**src/rtl/mdu_pkg.sv**
```systemverilog
// Shared definitions for the iterative multiply/divide unit: operation
// encodings, FSM state encoding and a two's-complement magnitude helper.
package mdu_pkg;

   // Widest operand the magnitude helper handles.
   localparam int MDU_MAX_W = 64;

   localparam logic [2:0] MDU_MULT  = 3'd0;
   localparam logic [2:0] MDU_MULTU = 3'd1;
   localparam logic [2:0] MDU_DIV   = 3'd2;
   localparam logic [2:0] MDU_DIVU  = 3'd3;
   localparam logic [2:0] MDU_MTHI  = 3'd4;
   localparam logic [2:0] MDU_MTLO  = 3'd5;

   typedef enum logic [1:0] {
      IDLE = 2'd0,
      CALC = 2'd1,
      FIN  = 2'd2
   } mdu_state_e;

   // Magnitude of a sign-extended two's-complement value. The most negative
   // narrow value maps to its positive counterpart because the input is
   // sign-extended first.
   function automatic logic [MDU_MAX_W-1:0] twos_mag(input logic [MDU_MAX_W-1:0] x);
      return x[MDU_MAX_W-1] ? -x : x;
   endfunction

endpackage

```
**src/rtl/mdu_iter_if.sv**
```systemverilog
// Request/result bundle between the pipeline (master) and the MDU (slave).
interface mdu_iter_if #(
   parameter int DATA_W = 32
);
   logic              start;
   logic [2:0]        op;
   logic [DATA_W-1:0] a;
   logic [DATA_W-1:0] b;
   logic              flush;
   logic              busy;
   logic              done;
   logic [DATA_W-1:0] hi;
   logic [DATA_W-1:0] lo;

   modport master (output start, op, a, b, flush, input busy, done, hi, lo);
   modport slave  (input start, op, a, b, flush, output busy, done, hi, lo);
endinterface

```
**src/rtl/mdu_div_step.sv**
```systemverilog
// One restoring-division iteration: shift the next dividend bit into the
// partial remainder, trial-subtract the divisor, keep the difference when it
// does not go negative. A zero divisor always "succeeds", which yields an
// all-ones quotient and the dividend as remainder.
module mdu_div_step #(
   parameter int DATA_W = 32
) (
   input  logic [DATA_W-1:0] rem,
   input  logic [DATA_W-1:0] divisor,
   input  logic              dvd_bit,
   output logic [DATA_W-1:0] rem_next,
   output logic              q_bit
);
   logic [DATA_W:0] shifted;
   logic [DATA_W:0] diff;

   assign shifted  = {rem, dvd_bit};
   assign diff     = shifted - {1'b0, divisor};
   assign q_bit    = (shifted >= {1'b0, divisor});
   assign rem_next = q_bit ? diff[DATA_W-1:0] : shifted[DATA_W-1:0];
endmodule

```
**src/rtl/mdu.sv**
```systemverilog
// Iterative multiply/divide unit owning the HI/LO registers.
// Optional build macro: MDU_EARLY_OUT_EN (multiplies finish early once the
// remaining multiplier bits are all zero; results are unchanged).
//
// state | meaning
// IDLE  | waiting for a request; MTHI/MTLO write here directly
// CALC  | one shift-add or restoring-divide step per cycle
// FIN   | sign correction, hi/lo written on leaving this state
module mdu_iter
   import mdu_pkg::*;
#(
   parameter int DATA_W = 32
) (
   input logic       clk,
   input logic       rst_n,
   mdu_iter_if.slave bus
);
   localparam int              CNT_W    = $clog2(DATA_W + 1);
   localparam logic [CNT_W-1:0] CNT_LAST = CNT_W'(DATA_W);

   mdu_state_e          state, state_n;
   logic                busy;
   logic [2*DATA_W-1:0] acc;    // product accumulator / remainder in low half
   logic [2*DATA_W-1:0] mcd;    // shifting multiplicand / divisor in low half
   logic [DATA_W-1:0]   mpq;    // multiplier / dividend-then-quotient
   logic [CNT_W-1:0]    cnt;
   logic                is_div, neg_q, neg_r;
   logic [DATA_W-1:0]   hi_r, lo_r;
   logic                done_r;

   logic                req, accept, mt_hi, mt_lo, calc_step, early_out;
   logic                op_signed;
   logic [DATA_W-1:0]   mag_a, mag_b;
   logic [DATA_W-1:0]   div_rem;
   logic                div_q;
   logic [2*DATA_W-1:0] prod;
   logic [DATA_W-1:0]   quot, remd;

   assign req    = (state == IDLE) && bus.start && !bus.flush;
   assign accept = req && !bus.op[2];
   assign mt_hi  = req && (bus.op == MDU_MTHI);
   assign mt_lo  = req && (bus.op == MDU_MTLO);

   // Divide by zero is run unsigned so the raw dividend lands in hi.
   assign op_signed = (bus.op == MDU_MULT) || ((bus.op == MDU_DIV) && (bus.b != '0));
   assign mag_a = op_signed ? DATA_W'(twos_mag(MDU_MAX_W'($signed(bus.a)))) : bus.a;
   assign mag_b = op_signed ? DATA_W'(twos_mag(MDU_MAX_W'($signed(bus.b)))) : bus.b;

   assign calc_step = (state == CALC) && !bus.flush && (cnt != CNT_LAST);

`ifdef MDU_EARLY_OUT_EN
   assign early_out = !is_div && (mpq == '0);
`else
   assign early_out = 1'b0;
`endif

   mdu_div_step #(.DATA_W(DATA_W)) u_div_step (
      .rem      (acc[DATA_W-1:0]),
      .divisor  (mcd[DATA_W-1:0]),
      .dvd_bit  (mpq[DATA_W-1]),
      .rem_next (div_rem),
      .q_bit    (div_q)
   );

   // FSM state register
   always_ff @(posedge clk or negedge rst_n) begin
      if (!rst_n) state <= IDLE;
      else        state <= state_n;
   end

   // FSM next state and busy
   always_comb begin
      state_n = state;
      busy    = 1'b0;
      case (state)
         IDLE: if (accept) state_n = CALC;
         CALC: begin
            busy = 1'b1;
            if (bus.flush)             state_n = IDLE;
            else if (cnt == CNT_LAST)  state_n = FIN;
         end
         FIN: begin
            busy    = 1'b1;
            state_n = IDLE;
         end
         default: state_n = IDLE;
      endcase
   end

   // Operand capture and one iteration per CALC cycle
   always_ff @(posedge clk or negedge rst_n) begin
      if (!rst_n) begin
         acc    <= '0;
         mcd    <= '0;
         mpq    <= '0;
         cnt    <= '0;
         is_div <= 1'b0;
         neg_q  <= 1'b0;
         neg_r  <= 1'b0;
      end else if (accept) begin
         is_div <= bus.op[1];
         neg_q  <= op_signed && (bus.a[DATA_W-1] ^ bus.b[DATA_W-1]);
         neg_r  <= op_signed && bus.a[DATA_W-1];
         acc    <= '0;
         cnt    <= '0;
         if (bus.op[1]) begin
            mcd <= {{DATA_W{1'b0}}, mag_b};
            mpq <= mag_a;
         end else begin
            mcd <= {{DATA_W{1'b0}}, mag_a};
            mpq <= mag_b;
         end
      end else if (calc_step && early_out) begin
         cnt <= CNT_LAST;
      end else if (calc_step) begin
         cnt <= cnt + CNT_W'(1);
         if (is_div) begin
            acc <= {{DATA_W{1'b0}}, div_rem};
            mpq <= {mpq[DATA_W-2:0], div_q};
         end else begin
            if (mpq[0]) acc <= acc + mcd;
            mcd <= mcd << 1;
            mpq <= mpq >> 1;
         end
      end
   end

   assign prod = neg_q ? -acc : acc;
   assign quot = neg_q ? -mpq : mpq;
   assign remd = neg_r ? -acc[DATA_W-1:0] : acc[DATA_W-1:0];

   // Architectural HI/LO and the completion pulse
   always_ff @(posedge clk or negedge rst_n) begin
      if (!rst_n) begin
         hi_r   <= '0;
         lo_r   <= '0;
         done_r <= 1'b0;
      end else begin
         done_r <= (state == FIN) && !bus.flush;
         if (mt_hi) hi_r <= bus.a;
         if (mt_lo) lo_r <= bus.a;
         if ((state == FIN) && !bus.flush) begin
            hi_r <= is_div ? remd : prod[2*DATA_W-1:DATA_W];
            lo_r <= is_div ? quot : prod[DATA_W-1:0];
         end
      end
   end

   assign bus.busy = busy;
   assign bus.done = done_r;
   assign bus.hi   = hi_r;
   assign bus.lo   = lo_r;
endmodule

```
**src/flat_wrapper.sv**
```systemverilog
// flat-port wrapper written by rule: the top's interface ports become plain ports
module mdu_iter_flat import mdu_pkg::*;
#(
   parameter int DATA_W = 32
)
  (clk, rst_n, bus_start, bus_op, bus_a, bus_b, bus_flush, bus_busy, bus_done, bus_hi, bus_lo);
  mdu_iter_if #(.DATA_W(DATA_W)) bus_i ();
  input logic clk;
  input logic rst_n;
  input wire logic [$bits(bus_i.start)-1:0] bus_start;
  input wire logic [$bits(bus_i.op)-1:0] bus_op;
  input wire logic [$bits(bus_i.a)-1:0] bus_a;
  input wire logic [$bits(bus_i.b)-1:0] bus_b;
  input wire logic [$bits(bus_i.flush)-1:0] bus_flush;
  output wire logic [$bits(bus_i.busy)-1:0] bus_busy;
  output wire logic [$bits(bus_i.done)-1:0] bus_done;
  output wire logic [$bits(bus_i.hi)-1:0] bus_hi;
  output wire logic [$bits(bus_i.lo)-1:0] bus_lo;
  assign bus_i.start = bus_start;
  assign bus_i.op = bus_op;
  assign bus_i.a = bus_a;
  assign bus_i.b = bus_b;
  assign bus_i.flush = bus_flush;
  assign bus_busy = bus_i.busy;
  assign bus_done = bus_i.done;
  assign bus_hi = bus_i.hi;
  assign bus_lo = bus_i.lo;
  mdu_iter #(.DATA_W(DATA_W)) u_core (.clk(clk), .rst_n(rst_n), .bus(bus_i));
endmodule
```
**config.mk**
```make
export PLATFORM = sky130hd
export DESIGN_NAME = mdu_iter_flat
export DESIGN_NICKNAME = d
export VERILOG_FILES = /design/src/rtl/mdu_pkg.sv /design/src/rtl/mdu_iter_if.sv /design/src/rtl/mdu_div_step.sv /design/src/rtl/mdu.sv /design/src/flat_wrapper.sv
export SDC_FILE = /design/constraint.sdc
export NUM_CORES = 1
export LEC_CHECK = 0
export CAP_MARGIN = 20
export CORE_MARGIN = 5
export CORE_UTILIZATION = 35
export DETAILED_ROUTE_END_ITERATION = 10
export MAX_ROUTING_LAYER = met4
export PLACE_DENSITY_LB_ADDON = 0.15
export SYNTH_ARGS = -nofsm -noshare
export SYNTH_HDL_FRONTEND = slang
export SYNTH_HIERARCHICAL = 1
export SYNTH_SLANG_ARGS = --single-unit
```
**constraint.sdc**
```tcl
create_clock -name clk -period 9.38 [get_ports clk]
set_input_delay 2.345 -clock clk [delete_from_list [all_inputs] [get_ports clk]]
set_output_delay 2.345 -clock clk [all_outputs]
set_load 0.005 [all_outputs]
```
==> results of run 1 <==
worst min-delay path, cell delays in order, from the launching register on:
cell and delay [ns]:
dfrtp_2 0.36, nand2_1 0.05, o31ai_1 0.06
flip-flops by register name (all words and copies together) (netlist names):
register / count
u_core/acc: 64
u_core/mcd: 64
u_core/bus.hi: 32
u_core/bus.lo: 32
u_core/mpq: 32
u_core/cnt: 6
u_core/state: 2
u_core/bus.done: 1
u_core/is_div: 1
u_core/neg_q: 1
u_core/neg_r: 1
placed cells by master (no fill, tap or decap), types with 21 or more instances in the layout:
| cell | instances |
|---|---|
| nand2_1 | 246 |
| nand3_1 | 29 |
| inv_1 | 76 |
| nor3_1 | 36 |
| clkdlybuf4s50_1 | 135 |
| buf_4 | 39 |
| nor4_1 | 22 |
| nand4_1 | 35 |
| ha_1 | 104 |
| o22ai_1 | 21 |
| clkbuf_16 | 35 |
| a211oi_1 | 32 |
| a21o_1 | 36 |
| xnor2_1 | 131 |
| mux2i_1 | 109 |
| a22o_1 | 39 |
| or3_1 | 32 |
| o211ai_1 | 56 |
| a21oi_1 | 240 |
| o21bai_1 | 23 |
| dfrtp_1 | 234 |
| xor2_1 | 134 |
| o21ai_0 | 229 |
| o31ai_1 | 52 |
| mux2_2 | 21 |
| nor2_1 | 206 |
cell families after synthesis:
family	Yosys count	synth area share
AOI/OAI and AO/OA	888	0.269
and+or+nand+nor	726	0.163
xor gates and xnor gates	265	0.109
buffers and inverters	255	0.0477
DFF	236	0.278
muxes	140	0.0699
adders and majority gates	106	0.0632
metrics by stage:
stage                     area, sq um  hold slack (ns)  setup WS [ns]   util  power, uW
final                           24300            0.507           3.44  0.404       8030
after CTS                       24300            0.510           3.53  0.403       8010
after floorplan                 21200            0.466           4.41      -       5050
after global placement          23200            0.515           3.01  0.385       6670
after global routing            24300            0.529           3.29  0.404       8580
after detailed placement        23200            0.496           2.95  0.385       6690
where the power goes:
part | leakage [uW] | switching, uW | internal (uW)
combinational | 0.00684 | 2780 | 1990
sequential | 0.00292 | 654 | 1330
clock | 0.000523 | 503 | 766
total | 0.0103 | 3940 | 4090
cell type report:
| cell class | instances | share of cell area |
|---|---|---|
| clock buffers | 51 | 0.0414 |
| clock inverters | 7 | 0.00298 |
| inverters | 78 | 0.0120 |
| multi-input cells | 2125 | 0.591 |
| flip-flops and latches | 236 | 0.243 |
| well taps | 782 | 0.0402 |
| repair buffers | 176 | 0.0693 |
per-layer routing:
| layer | up-vias | wire [microns] | global-route usage |
|---|---|---|---|
| met5 | - | 0 | - |
| met2 | 697 | 39400 | 0.402 |
| met1 | 10000 | 37400 | 0.331 |
| met4 | 0 | 4260 | 0.113 |
| li1 | 9659 | - | - |
| met3 | 149 | 4200 | 0.0329 |
path summary, 6_finish.rpt:
kind	to	cells after the start
hold / removal	u_core/neg_q	2
hold reg to reg	u_core/neg_q	2
setup reg to reg	u_core/acc[61]	10
min in group asynchronous	u_core/acc[6]	1
setup / recovery	u_core/mpq[29]	11
max in group asynchronous	u_core/acc[52]	2
==> results.ini, run 1 <==
[status]
status = finished, final reports clean

[critical_path]
cp_slowest_stage_delay_ns = 0.65
cp_cell_sequence = clkdlybuf4s50_1 -> or4_1 -> nor4_1 -> nand4b_1 -> o41ai_4 -> nor2_2 -> buf_4 -> o31ai_1 -> xor2_1 -> nor2_1 -> o32a_1
worstReg2RegStart = u_core/mcd[7]
startpoint = bus_b[16]
rrSetupSlack_ns = 4.38
worstPathArrival_ns = 6.38
crit_required_ns = 9.82
cpMaxStageDelayCell = nor4_1
critPathBufInv = 2
worstSetupPathType = primary input to register
crit_family = simple AND/OR/NAND/NOR gates
cp-start-kind = primary input
end_kind = register
cp_max_fo = 16

[die]
ios = 137
die-area_sq_mm = 0.0657
fp.dieW_microns = 256
rows = 90
start_util = 0.353
core_area_sq_mm = 0.0602
fp.dieH_microns = 256

[clock_network]
cts-root-buf = clkbuf_16
cts_tree = built
cts_buffers = 34
htreeDepth = 2
path_clk_slew_ns = 0.06
cts.sinks = 236
clockBufferDepth = 3
cts_hold_buf = 0
post-cts-setup-buffers = 0
clk_latency_ns = 0.56
cts.repair.resized = 0

[logic_synthesis]
async_flop_share = 1.00
synthCells = 2616
syn-num-nets = 2793
ys_ff_latch = 236
ys_types = 90
synth_common_cells = 246 x nand2_1, 242 x a21oi_1, 236 x dfrtp_1
synth_flop_cell = dfrtp_1
ys_warn_count = 6
avgSynthCellArea_sq_um = 8.12
synth.top_cell.area_share = 0.278
synth-edff-count = 0
synth.area.top_cells = dfrtp_1 28%, ha_1 6.1%, a21oi_1 5.7%
syn_area_sq_mm = 0.0212
synth_top_area_cell = dfrtp_1
ys_seq_area_frac = 0.278
post-synth-top-count-cell = nand2_1

[drt]
routed_wl_microns = 85200
drtPass1Iterations = 8
drt_iter0_drc = 2012
wl_per_cell_microns = 24.7
vias = 20500
drt_drc_violations_left = 0
ant_nets = 0
vias_per_cell = 5.94

[global_routing]
overflow = 0
grt_pass1_wl_microns = 128000
grt_start_max_net_pins = 94
antenna_found_initial = 0
grt_pass1_vias = 19900
track_usage = 0.255

[cells_and_area]
regArea_sq_mm = 0.00591
multi_input_area_sq_mm = 0.0144
drive_gt1_frac = 0.0636
layoutNonFillerInstCount = 3455
nFillCells = 6022
nNetsFinal = 2828
diodes = 0
syn_to_final_growth_pct = 14.5

[sta]
setup_viol_count_final = 0
slew-limit-headroom = 0.288
min_period_over_period = 0.633
rsz0062_at_grt = no
min_period_ns = 5.94
drv_slew = 0
fmax_ghz = 0.168
hold_viol_final = 0
setup_tns_ns = 0
clock_skew_ns = 0.0303
worst_pin_slew_ns = 1.06

[pwr]
power.density_mw_per_mm2 = 330
peakVddDrop_mv = 0.114
leakage_uw = 0.0103

[hold_path]
hold_start = u_core/neg_q
min_path_type = register to register

[placement]
dp_hpwl_microns = 64700
globalplace.congestion = 0.951
io_buffers = 136
place_inst = 3396

[flow_run]
cap_violations = 0

Note: power is estimated with default switching activity, not from simulation.
==> run 2: changes to the inputs <==
Clock period 9.38 ns to 6.1 ns, I/O delays scaled along.
==> run 2 against run 1 <==
Net effect: combinational power up 53%; clock-buffer cell count is 3 lower; via count increased by 0.54%; critical path type unchanged; largest cell class unchanged.
==> results.ini, run 2 (same netlist as run 1, synthesis figures left out) <==
[sta]
min_period_over_period = 0.749
min_period_ns = 4.57
slew-limit-headroom = 0.278  ; -0.0103
clock_skew_ns = 0.0216  ; -0.00866 ns
rsz0062_at_grt = no
fmax_ghz = 0.219
fin_ws_ns = 1.53  ; -1.91 ns
worst_pin_slew_ns = 1.08  ; +0.0181 ns
drv_slew = 0  ; unchanged
setup_viol_count_final = 0  ; unchanged
setup_tns_ns = 0  ; unchanged
hold_viol_final = 0  ; unchanged

[global_routing]
track_usage = 0.257  ; +0.00176
grt_pass1_vias = 20000  ; +0.49%
grt_pass1_wl_microns = 129000  ; +0.86%
antenna_found_initial = 0  ; unchanged
overflow = 0  ; unchanged
grt_start_max_net_pins = 117  ; +24%

[die]
fp.dieH_microns = 256  ; unchanged
fp.dieW_microns = 256  ; unchanged
rows = 90  ; unchanged
start_util = 0.353  ; unchanged
core_area_sq_mm = 0.0602  ; unchanged
die-area_sq_mm = 0.0657  ; unchanged
ios = 137  ; unchanged

[clock_network]
cts.repair.resized = 0  ; unchanged
cts_tree = built
cts.sinks = 236  ; unchanged
cts-root-buf = clkbuf_16
path_clk_slew_ns = 0.06  ; about the same
htreeDepth = 2  ; unchanged
post-cts-setup-buffers = 0  ; unchanged
cts_buffers = 34  ; unchanged
cts_hold_buf = 0  ; unchanged
clockBufferDepth = 3  ; unchanged
clk_latency_ns = 0.55  ; about the same

[drt]
vias_per_cell = 5.95  ; +0.11%
ant_nets = 0  ; unchanged
vias = 20600  ; +0.54%
drtPass1Iterations = 6  ; -2
wl_per_cell_microns = 24.8  ; +0.47%
drt_iter0_drc = 1958  ; -2.7%
routed_wl_microns = 86000  ; +0.91%
drt_drc_violations_left = 0  ; unchanged

[placement]
place_inst = 3407  ; +0.32%
place_ws_ns = 1.01  ; -1.94 ns
dp_hpwl_microns = 65300  ; +0.81%
io_buffers = 136  ; unchanged
placed_cell_area_sq_mm = 0.0233  ; +0.42%
globalplace.congestion = 0.931  ; -2.1%

[cells_and_area]
final_area_sq_mm = 0.0245  ; +0.59%
mostFrequentLayoutCell = nand2_1
diodes = 0  ; unchanged
reg_top3 = u_core/acc: 64 flops, u_core/mcd: 64 flops
syn_to_final_growth_pct = 15.2
layoutNonFillerInstCount = 3470  ; +0.43%
nNetsFinal = 2839  ; +0.39%
mostFrequentLayoutCells = 246 x nand2_1, 240 x a21oi_1, 234 x dfrtp_1, 229 x o21ai_0, 206 x nor2_1
drive_gt1_frac = 0.0692  ; +0.00560

[pwr]
peakVddDrop_mv = 0.293  ; +160%
power.density_mw_per_mm2 = 509  ; +54%
leakage_uw = 0.0104  ; +0.83%

[hold_path]
min_path_type = register to register

[critical_path]
cp-start-kind = primary input
crit_required_ns = 6.51  ; -3.31 ns
worstSetupPathType = primary input to register
end_kind = register
worstPathArrival_ns = 4.97  ; -1.41 ns
cp_max_fo = 18  ; +2

[status]
status = finished, final reports clean

[flow_run]
cap_violations = 0  ; unchanged

[run 2: cell types whose count changed in the layout (fill, tap and decap cells not counted), sizes merged]
cell | before | now
clkinv | 3 | 7
buf | 41 | 52
inv | 79 | 80
clkbuf | 51 | 48
bufinv | 1 | 3
[run 2: final cells by class]
type | count | area [sq um]
timing repair buffer | 187 | 1770
sequential | 236 | 5910
fill | 6039 | 35800
multi-input combinational | 2125 | 14400
clock buffer | 48 | 963
clock inverter | 14 | 169
inverter | 78 | 293
tap | 782 | 978
[run 2: worst max-delay path, cell delays in order]
cell	delay, ns
clkdlybuf4s50_1	0.48
or4_1	0.59
nor4_1	0.20
buf_4	0.18
nand4b_1	0.08
buf_4	0.18
o41ai_4	0.45
nor2_2	0.31
buf_4	0.26
o41ai_1	0.08
xnor2_1	0.20
a221oi_1	0.31
a21oi_1	0.11
[run 2: report_power, final]
part	internal [uW]	total (uW)	switching (uW)
registers	2050	3110	1070
clock network	1240	2050	819
logic	3070	7280	4210
[run 2: worst paths after layout]
check | from | end | slack, ns | cells after the start
setup / recovery | bus_b[16] | u_core/mcd[13] | 1.53 | 13
hold / removal | u_core/neg_r | u_core/neg_r | 0.49 | 2
setup reg to reg | u_core/mcd[11] | u_core/acc[28] | 1.56 | 14
hold reg to reg | u_core/neg_r | u_core/neg_r | 0.49 | 2
max in group asynchronous | rst_n | u_core/mpq[6] | 3.74 | 2
min in group asynchronous | rst_n | u_core/cnt[3] | 1.07 | 1
[run 2: through the flow]
step                 util  hold slack (ns)  power [uW]
global route        0.406            0.537       13300
finish              0.406            0.489       12500
global placement    0.387            0.465       10300
floorplan               -            0.466        7770
detailed placement  0.387            0.474       10300
CTS                 0.406            0.489       12400
[run 2: metal layers]
| metal | GRT usage | vias up | share of wire |
|---|---|---|---|
| met5 | - | - | 0 |
| met4 | 0.103 | 0 | 0.050 |
| met3 | 0.0291 | 169 | 0.049 |
| met2 | 0.410 | 720 | 0.46 |
| met1 | 0.336 | 10100 | 0.44 |
| li1 | - | 9659 | - |
